<file path="src/rtl/cla_nibble_seq_adder_if.sv">
// Start/busy/done handshake bundle for the nibble-serial CLA adder.
// The master side issues operands and start; the slave side returns status and result.
interface cla_nibble_seq_adder_if #(
    parameter int WIDTH = 16
);
    logic             start;
    logic [WIDTH-1:0] a;
    logic [WIDTH-1:0] b;
    logic             cin;
    logic             busy;
    logic             done;
    logic [WIDTH:0]   sum;
    logic             ovf;

    modport master (
        output start, a, b, cin,
        input  busy, done, sum, ovf
    );

    modport slave (
        input  start, a, b, cin,
        output busy, done, sum, ovf
    );
endinterface

</file>
<file path="src/rtl/cla_nibble_seq_adder.sv">
// Multi-cycle WIDTH-bit adder built from one 4-bit carry-lookahead slice.
// Operands are latched on an accepted start and summed one nibble per cycle,
// LSB nibble first, with a registered carry linking consecutive nibbles.
module cla_nibble_seq_adder #(
    parameter int WIDTH = 16
) (
    input  logic                   clk,
    input  logic                   rst,
    cla_nibble_seq_adder_if.slave  bus
);
    localparam int NNIB  = WIDTH / 4;
    localparam int IDX_W = (NNIB > 1) ? $clog2(NNIB) : 1;

    typedef enum logic [1:0] {
        IDLE = 2'd0,
        RUN  = 2'd1,
        DONE = 2'd2
    } state_t;

    state_t           state;
    state_t           state_next;

    logic [WIDTH-1:0] a_reg;
    logic [WIDTH-1:0] b_reg;
    logic             carry_reg;
    logic [IDX_W-1:0] idx;
    logic [WIDTH:0]   sum_reg;
    logic             ovf_reg;
    logic             busy_reg;
    logic             done_reg;

    logic [3:0]       nib_a;
    logic [3:0]       nib_b;
    logic [3:0]       nib_s;
    logic             c3;
    logic             c4;
    logic             last;

    // 4-bit carry-lookahead slice; returns {c4, c3, s[3:0]}.
    // c3 is kept so the caller can form signed overflow as c3^c4.
    function automatic logic [5:0] cla4(input logic [3:0] x, input logic [3:0] y,
                                        input logic c0);
        logic [3:0] p;
        logic [3:0] g;
        logic [4:0] c;
        p    = x ^ y;
        g    = x & y;
        c[0] = c0;
        c[1] = g[0] | (p[0] & c0);
        c[2] = g[1] | (p[1] & g[0]) | (p[1] & p[0] & c0);
        c[3] = g[2] | (p[2] & g[1]) | (p[2] & p[1] & g[0]) | (p[2] & p[1] & p[0] & c0);
        c[4] = g[3] | (p[3] & g[2]) | (p[3] & p[2] & g[1]) | (p[3] & p[2] & p[1] & g[0])
             | (p[3] & p[2] & p[1] & p[0] & c0);
        return {c[4], c[3], p ^ c[3:0]};
    endfunction

    // Select the current nibble of each latched operand and run it through the slice.
    always_comb begin
        nib_a = a_reg[4*int'(idx) +: 4];
        nib_b = b_reg[4*int'(idx) +: 4];
        {c4, c3, nib_s} = cla4(nib_a, nib_b, carry_reg);
        last = (idx == IDX_W'(NNIB - 1));
    end

    // Next-state logic: IDLE waits for start, RUN walks the nibbles, DONE lasts one cycle.
    always_comb begin
        state_next = state;
        case (state)
            IDLE:    if (bus.start) state_next = RUN;
            RUN:     if (last)      state_next = DONE;
            DONE:    state_next = IDLE;
            default: state_next = IDLE;
        endcase
    end

    // State register plus registered busy/done status derived from the next state.
    always_ff @(posedge clk) begin
        if (rst) begin
            state    <= IDLE;
            busy_reg <= 1'b0;
            done_reg <= 1'b0;
        end else begin
            state    <= state_next;
            busy_reg <= (state_next == RUN);
            done_reg <= (state_next == DONE);
        end
    end

    // Operand latch on accepted start; one nibble of sum and the carry link per RUN cycle.
    always_ff @(posedge clk) begin
        if (rst) begin
            sum_reg   <= '0;
            ovf_reg   <= 1'b0;
            idx       <= '0;
            carry_reg <= 1'b0;
        end else begin
            case (state)
                IDLE: begin
                    if (bus.start) begin
                        a_reg     <= bus.a;
                        b_reg     <= bus.b;
                        carry_reg <= bus.cin;
                        idx       <= '0;
                        sum_reg   <= '0;
                        ovf_reg   <= 1'b0;
                    end
                end
                RUN: begin
                    sum_reg[4*int'(idx) +: 4] <= nib_s;
                    carry_reg                 <= c4;
                    if (last) begin
                        sum_reg[WIDTH] <= c4;
                        ovf_reg        <= c3 ^ c4;
                    end else begin
                        idx <= idx + IDX_W'(1);
                    end
                end
                default: ;
            endcase
        end
    end

    assign bus.busy = busy_reg;
    assign bus.done = done_reg;
    assign bus.sum  = sum_reg;
    assign bus.ovf  = ovf_reg;

endmodule

</file>
<file path="src/flat_wrapper.sv">
// flat-port wrapper written by rule: the top's interface ports become plain ports
module cla_nibble_seq_adder_flat 
#(
    parameter int WIDTH = 16
)
  (clk, rst, bus_start, bus_a, bus_b, bus_cin, bus_busy, bus_done, bus_sum, bus_ovf);
  cla_nibble_seq_adder_if #(.WIDTH(WIDTH)) bus_i ();
  input  logic clk;
  input  logic rst;
  input wire logic [$bits(bus_i.start)-1:0] bus_start;
  input wire logic [$bits(bus_i.a)-1:0] bus_a;
  input wire logic [$bits(bus_i.b)-1:0] bus_b;
  input wire logic [$bits(bus_i.cin)-1:0] bus_cin;
  output wire logic [$bits(bus_i.busy)-1:0] bus_busy;
  output wire logic [$bits(bus_i.done)-1:0] bus_done;
  output wire logic [$bits(bus_i.sum)-1:0] bus_sum;
  output wire logic [$bits(bus_i.ovf)-1:0] bus_ovf;
  assign bus_i.start = bus_start;
  assign bus_i.a = bus_a;
  assign bus_i.b = bus_b;
  assign bus_i.cin = bus_cin;
  assign bus_busy = bus_i.busy;
  assign bus_done = bus_i.done;
  assign bus_sum = bus_i.sum;
  assign bus_ovf = bus_i.ovf;
  cla_nibble_seq_adder #(.WIDTH(WIDTH)) u_core (.clk(clk), .rst(rst), .bus(bus_i));
endmodule
</file>
<file path="config.mk">
export PLATFORM = sky130hd
export DESIGN_NAME = cla_nibble_seq_adder_flat
export DESIGN_NICKNAME = d
export VERILOG_FILES = /design/src/rtl/cla_nibble_seq_adder_if.sv /design/src/rtl/cla_nibble_seq_adder.sv /design/src/flat_wrapper.sv
export SDC_FILE = /design/constraint.sdc
export NUM_CORES = 1
export LEC_CHECK = 0
export CORE_UTILIZATION = 44
export CTS_CLUSTER_SIZE = 12
export DETAILED_ROUTE_END_ITERATION = 8
export MAX_ROUTING_LAYER = met4
export PLACE_DENSITY_LB_ADDON = 0.1
export SYNTH_ARGS = -nofsm -noshare
export SYNTH_HDL_FRONTEND = slang
export SYNTH_SLANG_ARGS = --single-unit
</file>
<file path="constraint.sdc">
create_clock -name clk -period 7.2 [get_ports clk]
set_input_delay 1.08 -clock clk [delete_from_list [all_inputs] [get_ports clk]]
set_output_delay 1.08 -clock clk [all_outputs]
set_load 0.03 [all_outputs]
</file>
## After elaboration in Yosys (flattened, before gate mapping)

Index checks and enable logic that the tools add are counted.

- Register bits after elaboration: 57
- Latch bits: 0
- Memory bits (writable): 0
- Bits in read-only memories: 0
- Bits of input ports: 36
- Output and inout port bits: 20
- Logic and storage cells: 74
- Memories kept: 0

- Add/subtract/negate cells: 2
- Multipliers: 0
- Divide/modulo/power cells: 0
- Order comparisons: 0
- Equality and inequality tests: 7
- Shift-type cells: 4
- Mux-type cells: 15
- Bitwise logic cells: 31
- Reduce and logical (&&, ||, !) cells: 6

Operators with widths:

| cell | count |
|---|---|
| 17-bit case mux with 2 select lines | 1 |
| 4-bit negator with 33-bit output | 1 |
| 4-bit by 33-bit variable shift with 17-bit output, first input constant | 1 |
| 4-bit by 33-bit variable part select with 17-bit output | 1 |
| 16-bit by 5-bit variable part select with 4-bit output | 2 |
| 17-bit bitwise mux | 1 |
| 17-bit 2-to-1 mux | 1 |
| 1-bit bitwise AND | 16 |
| 1-bit bitwise OR | 10 |
| 3-bit AND reduction | 3 |
| 2-bit 2-to-1 mux | 4 |
| 2-bit case mux with 2 select lines | 2 |
| 4-bit XOR | 2 |
| 4-bit bitwise AND | 1 |
| 2-bit by 1-bit equality test with 1-bit output, second input constant | 2 |
| 2-bit equality test, second input constant | 2 |
| 1-bit 2-to-1 mux | 4 |
| 2-bit != test, second input constant | 2 |
| 1-bit case mux with 2 select lines | 2 |
| 2-bit by 1-bit adder with 2-bit output, second input constant | 1 |
| 2-bit logical NOT | 1 |
| 2-bit by 1-bit != test with 1-bit output, second input constant | 1 |
| 2-bit AND reduction | 1 |
| 2-bit nonzero test | 1 |
| 2 further kinds | 2 |

## Longest topological paths before layout

- Word-level depth: 11
- Gate-level depth with buffers: 8
- Depth with buffers taken out: 6

## Worst setup path before layout

OpenSTA, ideal clock, no wires.

- Kind: in2reg
- From: in rst
- To: reg u_core.a_reg[0] (enable)
- Library setup time: 0.461 ns
- Arrival: 3.509 ns
- Data required time: 6.739 ns
- Setup slack: 3.230 ns
- Cell stages on the path: 2
- Path buffers: 1
- Cell sequence: clkbuf_1 -> nor3_1

- Cells in the longest elaborated chain, start to end: 2

Ends and longest elaborated chain:

| item | RTL line | RTL |
|---|---|---|
| start, declared | flat_wrapper.sv:9 | `input logic rst;` |
| 1-bit inverter (no source line) | - |  |
| 3-bit AND reduction (no source line) | - |  |
| end signal, assigned | cla_nibble_seq_adder.sv:100 | `a_reg <= bus.a;` |
| end, declared | cla_nibble_seq_adder.sv:23 | `logic [WIDTH-1:0] a_reg;` |

No other way between the ends.
A chain may end at the register's enable or synchronous reset.

## Worst setup path in the final report

- From: reg u_core.idx[0]
- To: reg u_core.ovf_reg, in the netlist u_core.bus.ovf

- Cells in the longest elaborated chain, start to end: 10
- Elaborated cells on any way between the ends: 29
- Classes of those cells: 2 x eq/ne; 2 x shift; 2 x mux; 22 x bitwise; 1 x reduce/logical

Ends and longest elaborated chain:

| item | RTL line | RTL |
|---|---|---|
| start, declared | cla_nibble_seq_adder.sv:26 | `logic [IDX_W-1:0] idx;` |
| start signal, assigned | cla_nibble_seq_adder.sv:115 | `idx <= idx + IDX_W'(1);` |
| 16-bit by 5-bit variable part select with 4-bit output (on tied branches) | cla_nibble_seq_adder.sv:59, cla_nibble_seq_adder.sv:60 |  |
| 4-bit XOR or 4-bit bitwise AND (tied branches) | cla_nibble_seq_adder.sv:46, cla_nibble_seq_adder.sv:47 |  |
| 1-bit bitwise AND (on tied branches) | cla_nibble_seq_adder.sv:52, cla_nibble_seq_adder.sv:53 |  |
| 1-bit bitwise OR, or another cell as far along (2 in series) | cla_nibble_seq_adder.sv:52 | `c[4] = g[3] \| (p[3] & g[2]) \| (p[3] & p[2] & g[1]) \| (p[3] & p[2] & p[1] & g[0])` |
| 1-bit bitwise OR or 1-bit bitwise AND (tied branches) | cla_nibble_seq_adder.sv:52, cla_nibble_seq_adder.sv:53 |  |
| 1-bit bitwise OR | cla_nibble_seq_adder.sv:53 | `\| (p[3] & p[2] & p[1] & p[0] & c0);` |
| 1-bit XOR | cla_nibble_seq_adder.sv:113 | `ovf_reg <= c3 ^ c4;` |
| 1-bit 2-to-1 mux | cla_nibble_seq_adder.sv:111 | `if (last) begin` |
| 1-bit case mux with 2 select lines | cla_nibble_seq_adder.sv:97 | `case (state)` |
| end signal, assigned | cla_nibble_seq_adder.sv:113 |  |
| end, declared | cla_nibble_seq_adder.sv:28 | `logic ovf_reg;` |

Parallel ways exist; a longest one is shown, timed or not. The select of a mux whose other input is x is not followed.

==> results.sh <==
export IMPL_io_pins=56
export IMPL_finalWorstSetupSlack_ns=4.21
export IMPL_outcome="finished, final reports clean"
export IMPL_cts_resized=0
export IMPL_cap_violations=0
export IMPL_yosys_register_bits=57
export IMPL_cts_path_max_buffers=2
export IMPL_viasPerCell=5.38
export IMPL_netlist_instances=179
export IMPL_core_area_um2=5200
export IMPL_root_buffer="clkbuf_8"
export IMPL_first_iter_violations=116
export IMPL_rrSetupSlack_ns=4.21
export IMPL_worstReg2RegStart="u_core.idx[0]"
export IMPL_dpl_hpwl_um=3380
export IMPL_synth_edf_count=32
export IMPL_seq_area_um2=1460
export IMPL_synthTopCellsByCount="edfxtp_1 (32), dfxtp_1 (25), nor2_1 (16)"
export IMPL_die_h_um=76.1
export IMPL_multiInputGateArea_um2=908
export IMPL_clk_pin_slew_ns=0.07
export IMPL_die_area_um2=5790
export IMPL_antenna_found_initial=0
export IMPL_ys_flop_type="edfxtp_1"
export IMPL_drcViolationCount=0
export IMPL_area_delta_synth_final_pct=35.3
export IMPL_fillers=423
export IMPL_required_ns=7.42
export IMPL_crit_type="flop to flop"
export IMPL_total_power_mw=0.821
export IMPL_largest_register_ffs=17
export IMPL_synth_area_leaders="edfxtp_1 (40%), dfxtp_1 (21%), mux4_2 (7.5%)"
export IMPL_final_nets=284
export IMPL_hp_class="flop to flop"
export IMPL_die_w_um=76.1
export IMPL_start_util=0.464
export IMPL_routed_wl_um=4710
export IMPL_hold_viol_final=0
export IMPL_first_global_vias=1690
export IMPL_yosysMostFrequentCell="edfxtp_1"
export IMPL_ys_warn_count=0
export IMPL_cts_max_level=3
export IMPL_final_setup_viol_count=0
export IMPL_critPathArrivalTime_ns=3.21
export IMPL_drive_above_1_share=0.119
export IMPL_synth_async_reset_ratio=0
export IMPL_synth_area_um2=2410
export IMPL_instances_no_fill=314
export IMPL_ys_seq_area_frac=0.605
export IMPL_grt_ovfl_total=0
export IMPL_avgSynthCellArea_um2=13.5
export IMPL_post_route_period_util=0.415
export IMPL_holdPathStages=2
export IMPL_rsz0062_at_grt="no"
export IMPL_place_ws_ns=4.18
export IMPL_row_count=26
export IMPL_grt_max_degree=33
export IMPL_leakage_nw=1.15
export IMPL_gp_congestion=0.882
export IMPL_cts_setup_buffers=0
export IMPL_min_to="u_core.bus.sum[11]"
export IMPL_reg2reg_to="u_core.bus.ovf"
export IMPL_cts_sinks=57
export IMPL_cts_tree="done"
export IMPL_path_max_fanout=19
export IMPL_cp_startpoint="u_core.idx[0]"
export IMPL_port_buffers=55
export IMPL_synth_fp_nets=224
export IMPL_cts_buffers=9
export IMPL_antenna_left=0
export IMPL_setup_tns_ns=0
export IMPL_min_period_ns=2.99
export IMPL_vias=1688
export IMPL_yosys_cell_types_count=40
export IMPL_reg2regPathDepth=6
export IMPL_irDropWorstVdd_v=0.000184
export IMPL_dp_cells=298
export IMPL_wire_per_inst_um=15.0
export IMPL_max_slew_margin_rel=0.394
export IMPL_finClkSkew_ns=0.00766
export IMPL_critPathLaunchType="flop"
export IMPL_synth_top_area_share=0.398
export IMPL_tightest_slew_ns=0.907
export IMPL_grt_pass1_wl_um=7750
export IMPL_p_per_area_nw_per_um2=252
export IMPL_track_usage=0.180
export IMPL_yosysTopAreaCell="edfxtp_1"
export IMPL_dr_pass1_iters=4
export IMPL_worstHoldStart="u_core.bus.sum[11]"
export IMPL_cp_end_kind="flop"
export IMPL_max_freq_mhz=335
export IMPL_antenna_cells=0
export IMPL_clock_latency_ns=0.34
export IMPL_cts_hold_fix_buffers=0
export IMPL_finalMaxSlewViolations=0
==> routing by layer <==
| metal | part of all wire | routed length [um] | vias to the layer above | GRT usage |
|---|---|---|---|---|
| li1 | - | - | 815 | - |
| met3 | 0.057 | 267 | 12 | 0.0467 |
| met4 | 0.029 | 136 | 0 | 0.106 |
| met5 | 0 | 0 | - | - |
| met2 | 0.50 | 2350 | 60 | 0.278 |
| met1 | 0.42 | 1960 | 801 | 0.212 |
==> critical path: stages (launching register included) <==
cell and delay, ns:
dfxtp_1 0.92, mux4_2 0.64, ha_1 0.32, a21o_1 0.22, a31oi_1 0.22, mux2_2 0.35
a22o_1 0.20
==> through the flow <==
step                hold slack (ns)  utilization  cell area [um2]
floorplan                     0.515            -             2410
global placement              0.451        0.582             3030
detailed placement            0.467        0.582             3030
CTS                           0.481        0.627             3260
global route                  0.498        0.627             3260
finish                        0.477        0.627             3260
==> power by group <==
group / internal (mW) / switching (mW)
clock network: 0.228 / 0.127
registers: 0.357 / 0.00908
logic: 0.0511 / 0.0490
==> cell type report <==
| type | count | share of cell area |
|---|---|---|
| Clock inverter | 6 | 0.0326 |
| Sequential cell | 57 | 0.448 |
| Inverter | 4 | 0.00460 |
| Clock buffer | 10 | 0.0391 |
| Tap cell | 70 | 0.0268 |
| Multi-Input combinational cell | 111 | 0.278 |
| Timing Repair Buffer | 56 | 0.171 |
==> cell usage in the layout, fill, tap and decap left out, types with 2 or more instances in the layout <==
master,Yosys,layout
nor3_1,5,4
o21bai_1,2,2
a31oi_1,2,2
o21ai_0,5,5
ha_1,8,8
dfxtp_1,25,25
nor2b_1,4,4
nand2_1,6,6
nand2b_1,4,4
mux4_2,8,8
nor2_1,16,16
a21o_1,7,7
a22o_1,4,4
inv_1,4,4
a211oi_1,4,4
nand3b_1,5,5
edfxtp_1,32,32
clkdlybuf4s50_1,0,55
a22oi_1,10,10
clkbuf_8,0,9
o2bb2ai_1,2,2
a21oi_1,2,2
bufinv_16,0,3
==> cells by family (layout without fill, tap and decap cells) <==
kind of cell,after synthesis,after routing,synth area share
buffers and inverters,11,76,0.0202
multiplexers,9,9,0.0793
adder cells (fa/ha/maj),9,9,0.0498
XOR/XNOR,1,1,0.00363
AO/OA/AOI/OAI,43,43,0.130
AND/OR/NAND/NOR,49,49,0.112
flip-flops,57,57,0.605
==> how the worst max path moves through the flow <==
stage	to	slack (ns)	depth (start not counted)
2_1_floorplan	u_core.a_reg[0]	3.23	2
3_3_place_gp	u_core.bus.ovf	4.26	6
3_5_place_dp	u_core.b_reg[0]	4.18	3
4_1_cts	u_core.bus.ovf	4.18	6
5_1_grt	u_core.bus.sum[11]	4.01	6
6_report	u_core.bus.ovf	4.21	6
(Power assumes the default switching activity.)
